`config.mk`:
```
export PLATFORM = sky130hd
export DESIGN_NAME = booth_r4_seq_mul
export DESIGN_NICKNAME = d
export VERILOG_FILES = /design/src/rtl/booth_r4_seq_mul.sv
export SDC_FILE = /design/constraint.sdc
export NUM_CORES = 1
export LEC_CHECK = 0
export CAP_MARGIN = 30
export CELL_PAD_IN_SITES_DETAIL_PLACEMENT = 1
export CELL_PAD_IN_SITES_GLOBAL_PLACEMENT = 1
export CORE_MARGIN = 2
export CORE_UTILIZATION = 30
export CTS_CLUSTER_SIZE = 14
export DETAILED_ROUTE_END_ITERATION = 8
export PLACE_DENSITY = 0.7
export SLEW_MARGIN = 25
export SYNTH_ARGS = -nofsm -noshare
export SYNTH_HDL_FRONTEND = slang
export SYNTH_SLANG_ARGS = --single-unit
```
`constraint.sdc`:
```
create_clock -name clk_i -period 6 [get_ports clk_i]
set_clock_uncertainty 0.2 [all_clocks]
set_input_delay 1.2 -clock clk_i [delete_from_list [all_inputs] [get_ports clk_i]]
set_output_delay 1.2 -clock clk_i [all_outputs]
set_load 0.02 [all_outputs]
```
`src/rtl/booth_r4_seq_mul.sv`:
```
// Iterative radix-4 Booth multiplier: one recoded digit per RUN cycle into a
// 2N+2-bit accumulator, exact 2N-bit signed/unsigned product on a
// valid/ready handshake.
// Optional build macro: BOOTH_EARLY_TERM_EN (leave RUN once the remaining
// multiplier digits are all zero).
module booth_r4_seq_mul #(
    parameter int unsigned N = 32
) (
    input  logic           clk_i,
    input  logic           rst_i,
    input  logic           in_valid_i,
    output logic           in_ready_o,
    input  logic [N-1:0]   mulcand_i,
    input  logic [N-1:0]   mulplier_i,
    input  logic           sign_i,
    output logic           out_valid_o,
    input  logic           out_ready_i,
    output logic [2*N-1:0] product_o,
    output logic           busy_o
);

    localparam int unsigned Iter = N / 2 + 1;
    localparam int unsigned AccW = 2 * N + 2;
    localparam int unsigned EW   = N + 3;
    localparam int unsigned CntW = $clog2(Iter);

    typedef enum logic [1:0] {StIdle, StRun, StDone} state_e;

    state_e            state_q, state_d;
    logic [N-1:0]      m_q, m_d;
    logic [EW-1:0]     e_q, e_d;
    logic              sign_q, sign_d;
    logic [CntW-1:0]   cnt_q, cnt_d;
    logic [AccW-1:0]   acc_q, acc_d;

    logic [2:0]        trip;
    logic              neg;
    logic [N:0]        raw;
    logic [N+1:0]      pp;
    logic [AccW-1:0]   addend;
    logic              last_digit;

    // e_q is shifted right two bits per digit, so the current triplet is
    // always the bottom three bits.
    assign trip = e_q[2:0];
    assign neg  = trip[2];

    // Select the raw magnitude (0, M or 2M) for the current triplet.
    always_comb begin
        raw = '0;
        unique case (trip)
            3'b001, 3'b010, 3'b101, 3'b110: raw = {sign_q & m_q[N-1], m_q};
            3'b011, 3'b100:                 raw = {m_q, 1'b0};
            default:                        raw = '0;
        endcase
    end

    // Top bit is the raw value's own sign (zero when unsigned), flipped on
    // negation; the +1 of the two's-complement negate rides in addend.
    assign pp     = {(sign_q & raw[N]) ^ neg, raw ^ {(N + 1){neg}}};
    assign addend = ({{(AccW - N - 2){pp[N+1]}}, pp} + AccW'(neg)) << {cnt_q, 1'b0};

`ifdef BOOTH_EARLY_TERM_EN
    logic [EW-3:0] rest;
    // The arithmetic shift keeps the fill equal to the top bit, so uniform
    // remaining bits mean every later triplet is 000 or 111.
    assign rest       = e_q[EW-1:2];
    assign last_digit = (cnt_q == CntW'(Iter - 1)) || (rest == '0) || (&rest);
`else
    assign last_digit = (cnt_q == CntW'(Iter - 1));
`endif

    // Next-state, datapath update and handshake outputs.
    always_comb begin
        state_d     = state_q;
        m_d         = m_q;
        e_d         = e_q;
        sign_d      = sign_q;
        cnt_d       = cnt_q;
        acc_d       = acc_q;
        in_ready_o  = 1'b0;
        out_valid_o = 1'b0;
        busy_o      = 1'b0;
        unique case (state_q)
            StIdle: begin
                in_ready_o = 1'b1;
                if (in_valid_i) begin
                    m_d     = mulcand_i;
                    sign_d  = sign_i;
                    e_d     = {{2{sign_i & mulplier_i[N-1]}}, mulplier_i, 1'b0};
                    cnt_d   = '0;
                    acc_d   = '0;
                    state_d = StRun;
                end
            end
            StRun: begin
                busy_o = 1'b1;
                acc_d  = acc_q + addend;
                e_d    = {{2{e_q[EW-1]}}, e_q[EW-1:2]};
                cnt_d  = cnt_q + CntW'(1);
                if (last_digit) begin
                    state_d = StDone;
                end
            end
            StDone: begin
                out_valid_o = 1'b1;
                if (out_ready_i) begin
                    state_d = StIdle;
                end
            end
            default: state_d = StIdle;
        endcase
    end

    assign product_o = acc_q[2*N-1:0];

    // State and datapath registers with synchronous reset.
    always_ff @(posedge clk_i) begin
        if (rst_i) begin
            state_q <= StIdle;
            m_q     <= '0;
            e_q     <= '0;
            sign_q  <= 1'b0;
            cnt_q   <= '0;
            acc_q   <= '0;
        end else begin
            state_q <= state_d;
            m_q     <= m_d;
            e_q     <= e_d;
            sign_q  <= sign_d;
            cnt_q   <= cnt_d;
            acc_q   <= acc_d;
        end
    end

endmodule

```
==> results.yml, run 1 <==
cells_and_area:
  final_cell_area_sq_um: 21000
  fill_cells: 5190
  drive_gt1_frac: 0.355
  num-nets-final: 2530
  final_util: 0.486
  synthToLayoutAreaGrowth_pct: 59.6
  antenna_cells: 0
placed_design:
  dpl-instance-area_sq_um: 18100
  dp.final_hpwl_um: 44500
  port-buffer-count: 135
  place.gp.congestion: 0.960
detailed_routing:
  viasPerCell: 5.72
  wl_per_cell_um: 21.5
  drc: 0
  antenna_left: 0
  vias: 17100
  drt_first_iter_violations: 1415
  dr.pass1.iters: 5
  routed_wl_um: 64200
sta:
  timing.slew.headroom: 0.410
  slew_viol_final: 0
  fmax_mhz: 158
  rsz0062_at_grt: "true"
  worst_slack_ns: -0.342
  finalSetupViolCount: 27
  layout_min_cycle_time_ns: 6.34
  timing.final.crit_share: 1.06
  worst_pin_slew_ns: 0.884
  tns_ns: -4.92
  hold_ws_ns: 0.265
  hold_viol: 0
power:
  p_int_mw: 2.67
  powerDensity_nw_per_um2: 211
  p_seq_frac: 0.243
  leakagePower_nw: 9.08
  p_switching_mw: 1.77
  combPwrFrac: 0.521
  clkPwrFrac: 0.236
  sw_frac_of_total: 0.399
  peakVddDrop_mv: 0.189
floorplanning:
  dieWidth_um: 214
  coreArea_sq_um: 43300
  pin_count: 136
  rows: 76
  dieArea_sq_um: 45600
  chipHeight_um: 214
  start_util: 0.305
global_route:
  grt_pass1_vias: 17100
  grt_pass1_wl_um: 92700
  track_usage: 0.260
  grt-ovfl-total: 0
  grt_antenna_before_repair: 0
  grt_max_degree: 79
synthesis:
  synth_nets: 1992
  syn-cell-area_sq_um: 13200
  yosysTopAreaCell: "dfxtp_1"
  synthTopCellsByArea: "dfxtp_1 21%, a21oi_1 7.7%, ha_1 6.8%, nand2_1 6.7%, nor2_1 6.3%"
  yosysUniqueCellTypes: 94
  synth.ff_latch_count: 139
  yosysSeqAreaShare: 0.211
  synth-edff-count: 0
  syn_area_per_cell_sq_um: 7.13
  synth_top_cell_area_share: 0.211
  async_reset_ff_frac: 0
  synth_cells: 1850
  synth_top_flop_cell: "dfxtp_1"
  synthTopCellsByCount: "237 x nand2_1, 222 x nor2_1, 204 x a21oi_1"
  yosys_warnings: 0
  yosysMostFrequentCell: "nand2_1"
worst_setup_path:
  crit_arrival_ns: 6.52
  max_stage_delay_ns: 0.47
  cp-start-kind: "flip-flop"
  r2r_cells: 28
  end_kind: "flip-flop"
  slowest_stage: "o311ai_0"
  crit_type: "flip-flop to flip-flop"
  cp.required_ns: 6.18
  critPathMaxFanout: 16
  crit_top_cell: "a21o_1"
clock_tree:
  cts_buffers: 17
  clock_latency_ns: 0.49
  clk_pin_slew_ns: 0.06
  htree_num_levels: 4
  root_buffer: "clkbuf_16"
  clk_path_buf_depth: 2
  tritoncts: "yes"
  cts_hold_buf: 0
  clock-sinks: 139
run_status:
  status: "complete, but fails checks"
  violations: "setup timing"
worst_hold_path:
  worstHoldPathCells: 2
  hp-class: "flip-flop to flip-flop"
run:
  drv_cap: 0
==> sequential cells by signal, summed over array words and instances (netlist names) <==
signal / cells
acc_q: 64
e_q: 35
state_q: 2
m_q: 32
cnt_q: 5
sign_q: 1
==> power by group through the flow <==
| stage | clock network, mW | logic, mW | registers, mW |
|---|---|---|---|
| after floorplan | 0 | 0.927 | 1.11 |
| after global placement | 0 | 1.87 | 1.09 |
| after detailed placement | 0 | 1.92 | 1.09 |
| after CTS | 1.08 | 2.05 | 1.08 |
| after global routing | 1.11 | 2.46 | 1.09 |
| final | 1.05 | 2.32 | 1.08 |
==> worst paths after layout <==
check,from,to,slack [ns]
worst max-delay path,e_q[2],acc_q[54],-0.34
worst min-delay path,e_q[26],e_q[26],0.26
worst max register to register,e_q[2],acc_q[54],-0.34
worst min register to register,e_q[26],e_q[26],0.26
==> placed cells by master (no fill, tap or decap), types with 12 or more instances in the layout <==
| cell type | synthesis | routed |
|---|---|---|
| xnor2_1 | 52 | 41 |
| nor2_1 | 222 | 197 |
| o21ai_2 | 0 | 18 |
| a22oi_1 | 20 | 20 |
| a21o_1 | 49 | 49 |
| mux2i_1 | 43 | 25 |
| buf_6 | 4 | 24 |
| nand4_1 | 17 | 17 |
| o21a_1 | 12 | 12 |
| buf_4 | 11 | 495 |
| clkbuf_16 | 0 | 18 |
| a22o_1 | 20 | 20 |
| o211ai_1 | 31 | 31 |
| nand2_1 | 237 | 230 |
| nand3_1 | 76 | 70 |
| clkdlybuf4s50_1 | 0 | 134 |
| nor3_1 | 27 | 17 |
| nor2_2 | 0 | 14 |
| inv_1 | 22 | 21 |
| a32o_1 | 14 | 13 |
| a21oi_1 | 204 | 162 |
| a21oi_2 | 0 | 34 |
| o21bai_1 | 21 | 20 |
| xor2_1 | 29 | 24 |
| dfxtp_1 | 139 | 135 |
| o21ai_1 | 4 | 24 |
| ha_4 | 0 | 16 |
| and3_1 | 14 | 12 |
| a31oi_1 | 23 | 14 |
| nor4_1 | 25 | 22 |
| ha_1 | 72 | 50 |
| o21ai_0 | 104 | 64 |
==> what timing repair did <==
action,in CTS,in global routing
endpoints found under the hold margin,0,0
setup endpoints to repair,34,38
gates resized for setup,160,217
gates cloned,0,1
pin swaps,66,87
buffers inserted,34,40
==> layout make-up <==
cell class	count	area (sq um)	share of cell area
Clock buffer	19	443	0.0211
Clock inverter	12	116	0.00553
Inverter	27	101	0.00482
Multi-Input combinational cell	1542	11400	0.540
Sequential cell	139	2790	0.133
Tap cell	585	732	0.0348
Timing Repair Buffer	661	5490	0.261
==> layer usage <==
| metal | vias to the layer above | GRT usage | wire (um) |
|---|---|---|---|
| met5 | - | 0 | 0 |
| met4 | 0 | 0.0939 | 2220 |
| met3 | 146 | 0.0520 | 3090 |
| met2 | 497 | 0.446 | 31800 |
| met1 | 8550 | 0.323 | 27000 |
| li1 | 7878 | - | - |
==> logic make-up after synthesis <==
| group | count (synthesis) | share of synthesized area |
|---|---|---|
| and+or+nand+nor | 699 | 0.245 |
| AOI/OAI and AO/OA | 623 | 0.310 |
| buffers and inverters | 169 | 0.0544 |
| DFF | 139 | 0.211 |
| xor gates and xnor gates | 82 | 0.0551 |
| adders and majority gates | 73 | 0.0699 |
| muxes | 65 | 0.0549 |
==> critical path, delay by kind of cell (launching register included) <==
| family | cells | cell delay (ns) |
|---|---|---|
| xor gates and xnor gates | 1 | 0.06 |
| AOI/OAI and AO/OA | 17 | 3.35 |
| DFF | 1 | 0.46 |
| buffers and inverters | 5 | 0.90 |
| muxes | 2 | 0.23 |
| adders and majority gates | 1 | 0.27 |
| and+or+nand+nor | 2 | 0.76 |
==> per-stage QoR <==
stage | instances | total power, mW | worst slack, ns
6_report | 2985 | 4.45 | -0.342
5_1_grt | 2985 | 4.66 | -0.554
4_1_cts | 2945 | 4.21 | -0.187
3_5_place_dp | 2880 | 3.01 | -0.642
3_3_place_gp | 2880 | 2.96 | -0.467
2_1_floorplan | 1850 | 2.04 | -0.0381
Power figures use the tool's default switching activity.
==> inputs of run 2 (changes only) <==
--- a/config.mk
+++ b/config.mk
@@ -5,6 +5,7 @@
 export SDC_FILE = /design/constraint.sdc
 export NUM_CORES = 1
 export LEC_CHECK = 0
+export ABC_AREA = 1
 export CAP_MARGIN = 30
 export CELL_PAD_IN_SITES_DETAIL_PLACEMENT = 1
 export CELL_PAD_IN_SITES_GLOBAL_PLACEMENT = 1
@@ -12,7 +13,8 @@
 export CORE_UTILIZATION = 30
 export CTS_CLUSTER_SIZE = 14
 export DETAILED_ROUTE_END_ITERATION = 8
-export PLACE_DENSITY = 0.7
+export PLACE_DENSITY = 0.74
+export SKIP_CTS_REPAIR_TIMING = 1
 export SLEW_MARGIN = 25
 export SYNTH_ARGS = -nofsm -noshare
 export SYNTH_HDL_FRONTEND = slang
==> constraint.sdc (replaced) <==
create_clock -name clk_i -period 5.75 [get_ports clk_i]
set_clock_uncertainty 0.2 [all_clocks]
set_input_delay 1.15 -clock clk_i [delete_from_list [all_inputs] [get_ports clk_i]]
set_output_delay 1.15 -clock clk_i [all_outputs]
set_load 0.02 [all_outputs]
==> run 2 against run 1 <==
Sequential power is 6% higher. Largest cell class unchanged. The flow now finishes without violations. Hold slack got worse by 0.014 ns. Critical endpoint is now acc_q[57]. Maximum frequency is 12% higher.
==> results.yml, run 2 <==
run_status:
  status: "finished clean"
cells_and_area:
  drive_gt1_frac: 0.214
  mostFrequentLayoutCell: "nand2_1"
  top_register: "acc_q"
  seqCellArea_sq_um: 2790
  final_util: 0.424
  multi_input_area_sq_um: 10500
  num-nets-final: 2674
  largest_reg_flops: 64
  mostFrequentLayoutCells: "590 x nand2_1, 222 x a21oi_1, 203 x nand3_1"
  antenna_cells: 0
  largestRegisters: "acc_q x64, e_q x35, m_q x32"
  fill_cells: 5749
  synthToLayoutAreaGrowth_pct: 39.2
clock_tree:
  htree_num_levels: 4
  tritoncts: "yes"
  root_buffer: "clkbuf_16"
  cts_buffers: 17
  clk_path_buf_depth: 2
  clock-sinks: 139
  clock_latency_ns: 0.50
  clk_pin_slew_ns: 0.09
synthesis:
  synthTopCellsByCount: "637 x nand2_1, 256 x a21oi_1, 243 x nor2_1"
  yosys.area_share.simple: 0.375
  synth-compound-area-share: 0.240
  yosysUniqueCellTypes: 48
  synthTopCellsByArea: "dfxtp_1 21%, nand2_1 18%, a21oi_1 9.7%, nand3_1 8.6%, nor2_1 6.9%"
  synthMuxAreaShare: 0.00381
  synth_cells: 2293
  synth_top_cell_area_share: 0.212
  yosysTopAreaCell: "dfxtp_1"
  yosys_warnings: 0
  async_reset_ff_frac: 0
  synth.ff_latch_count: 139
  yosysMostFrequentCell: "nand2_1"
  synth_top_flop_cell: "dfxtp_1"
  synthAdderAreaFrac: 0.0700
  synth_top_family_by_area: "simple AND/OR/NAND/NOR gates"
  syn-cell-area_sq_um: 13200
  synth-edff-count: 0
  synth-xor-area-share: 0.0112
  yosysSeqAreaShare: 0.212
  syn_area_per_cell_sq_um: 5.74
  synth_nets: 2435
detailed_routing:
  routed_wl_um: 59900
  vias: 16800
  highest_layer: "met4"
  drc: 0
  viasPerCell: 5.37
  antenna_left: 0
  drt_first_iter_violations: 1057
  wl_met3_um: 3310
  wl_per_cell_um: 19.1
  drt-met1-wl_um: 27200
  wl_met2_um: 28400
  dr.pass1.iters: 7
sta:
  tns_ns: 0
  timing.slew.headroom: 0.275
  slew_viol_final: 0
  hold_viol: 0
  fmax_mhz: 177
  worst_pin_slew_ns: 1.09
  layout_min_cycle_time_ns: 5.66
  finalSetupViolCount: 0
  timing.final.crit_share: 0.985
  rsz0062_at_grt: "true"
  worst_slack_ns: 0.0887
power:
  powerDensity_nw_per_um2: 254
  peakVddDrop_mv: 0.207
  leakagePower_nw: 7.83
global_route:
  grt_max_degree: 86
  grt_pass1_vias: 16300
  grt_pass1_wl_um: 89400
  track_usage: 0.253
  grt_antenna_before_repair: 0
  grt-ovfl-total: 0
worst_setup_path:
  slowest_stage: "dfxtp_4"
  r2r_cells: 37
  crit_type: "flip-flop to flip-flop"
  crit_top_cell: "nand2_1"
  cp-start-kind: "flip-flop"
  cp.required_ns: 5.94
  crit_arrival_ns: 5.85
  end_kind: "flip-flop"
  critPathMaxFanout: 11
  max_stage_delay_ns: 0.38
worst_hold_path:
  hp-class: "flip-flop to flip-flop"
  worstHoldPathCells: 2
placed_design:
  port-buffer-count: 135
  place.gp.congestion: 0.949
  dp.final_hpwl_um: 45100
  place_ws_ns: -0.377
floorplanning:
  dieArea_sq_um: 45500
  dieWidth_um: 213
  chipHeight_um: 213
  pin_count: 136
  rows: 76
  coreArea_sq_um: 43200
  start_util: 0.305
run:
  drv_cap: 0
==> run 2: worst max-delay path: cells and delay by family (launching register included) <==
family	cells	cell delay [ns]
and+or+nand+nor	20	2.16
buffers and inverters	5	0.68
adders and majority gates	1	0.27
xor gates and xnor gates	2	0.40
muxes	1	0.29
AOI/OAI and AO/OA	8	1.14
DFF	1	0.38
==> run 2: final cells by class <==
type,instances,share of cell area
multi-input combinational,1858,0.575
timing repair buffer,329,0.161
sequential,139,0.152
tap,585,0.0400
inverter,187,0.0383
clock buffer,17,0.0232
clock inverter,15,0.00964
==> run 2: kinds of logic after synthesis <==
logic type | after synthesis
AO/OA/AOI/OAI | 579
XOR/XNOR | 16
adder cells (fa/ha/maj) | 73
buffers and inverters | 296
flip-flops | 139
multiplexers | 5
AND/OR/NAND/NOR | 1185
==> run 2: final timing paths <==
check	start	to	slack, ns
setup / recovery	e_q[1]	acc_q[57]	0.09
hold / removal	e_q[3]	e_q[3]	0.25
setup reg to reg	e_q[1]	acc_q[57]	0.09
hold reg to reg	e_q[3]	e_q[3]	0.25
==> run 2: report_power, final <==
part / switching, mW / leakage [nW] / internal [mW]
combinational: 1.44 / 6.40 / 0.885
sequential: 0.0950 / 1.14 / 1.05
clock: 0.583 / 0.293 / 0.585
total: 2.12 / 7.83 / 2.52
==> run 2: metal layers <==
layer  vias up  track usage
met2       433        0.419
met3        57       0.0412
met5         -            0
li1       8175            -
met1      8132        0.338
met4         0       0.0706
==> run 2: through the flow <==
step                hold WS (ns)  instances  power (mW)  area (sq um)
floorplan                  0.225       2293        2.31         13200
global placement           0.234       3052        3.07         15900
detailed placement         0.241       3052        3.13         15900
CTS                        0.253       3084        4.32         16500
global route               0.275       3130        4.94         18300
finish                     0.251       3130        4.65         18300
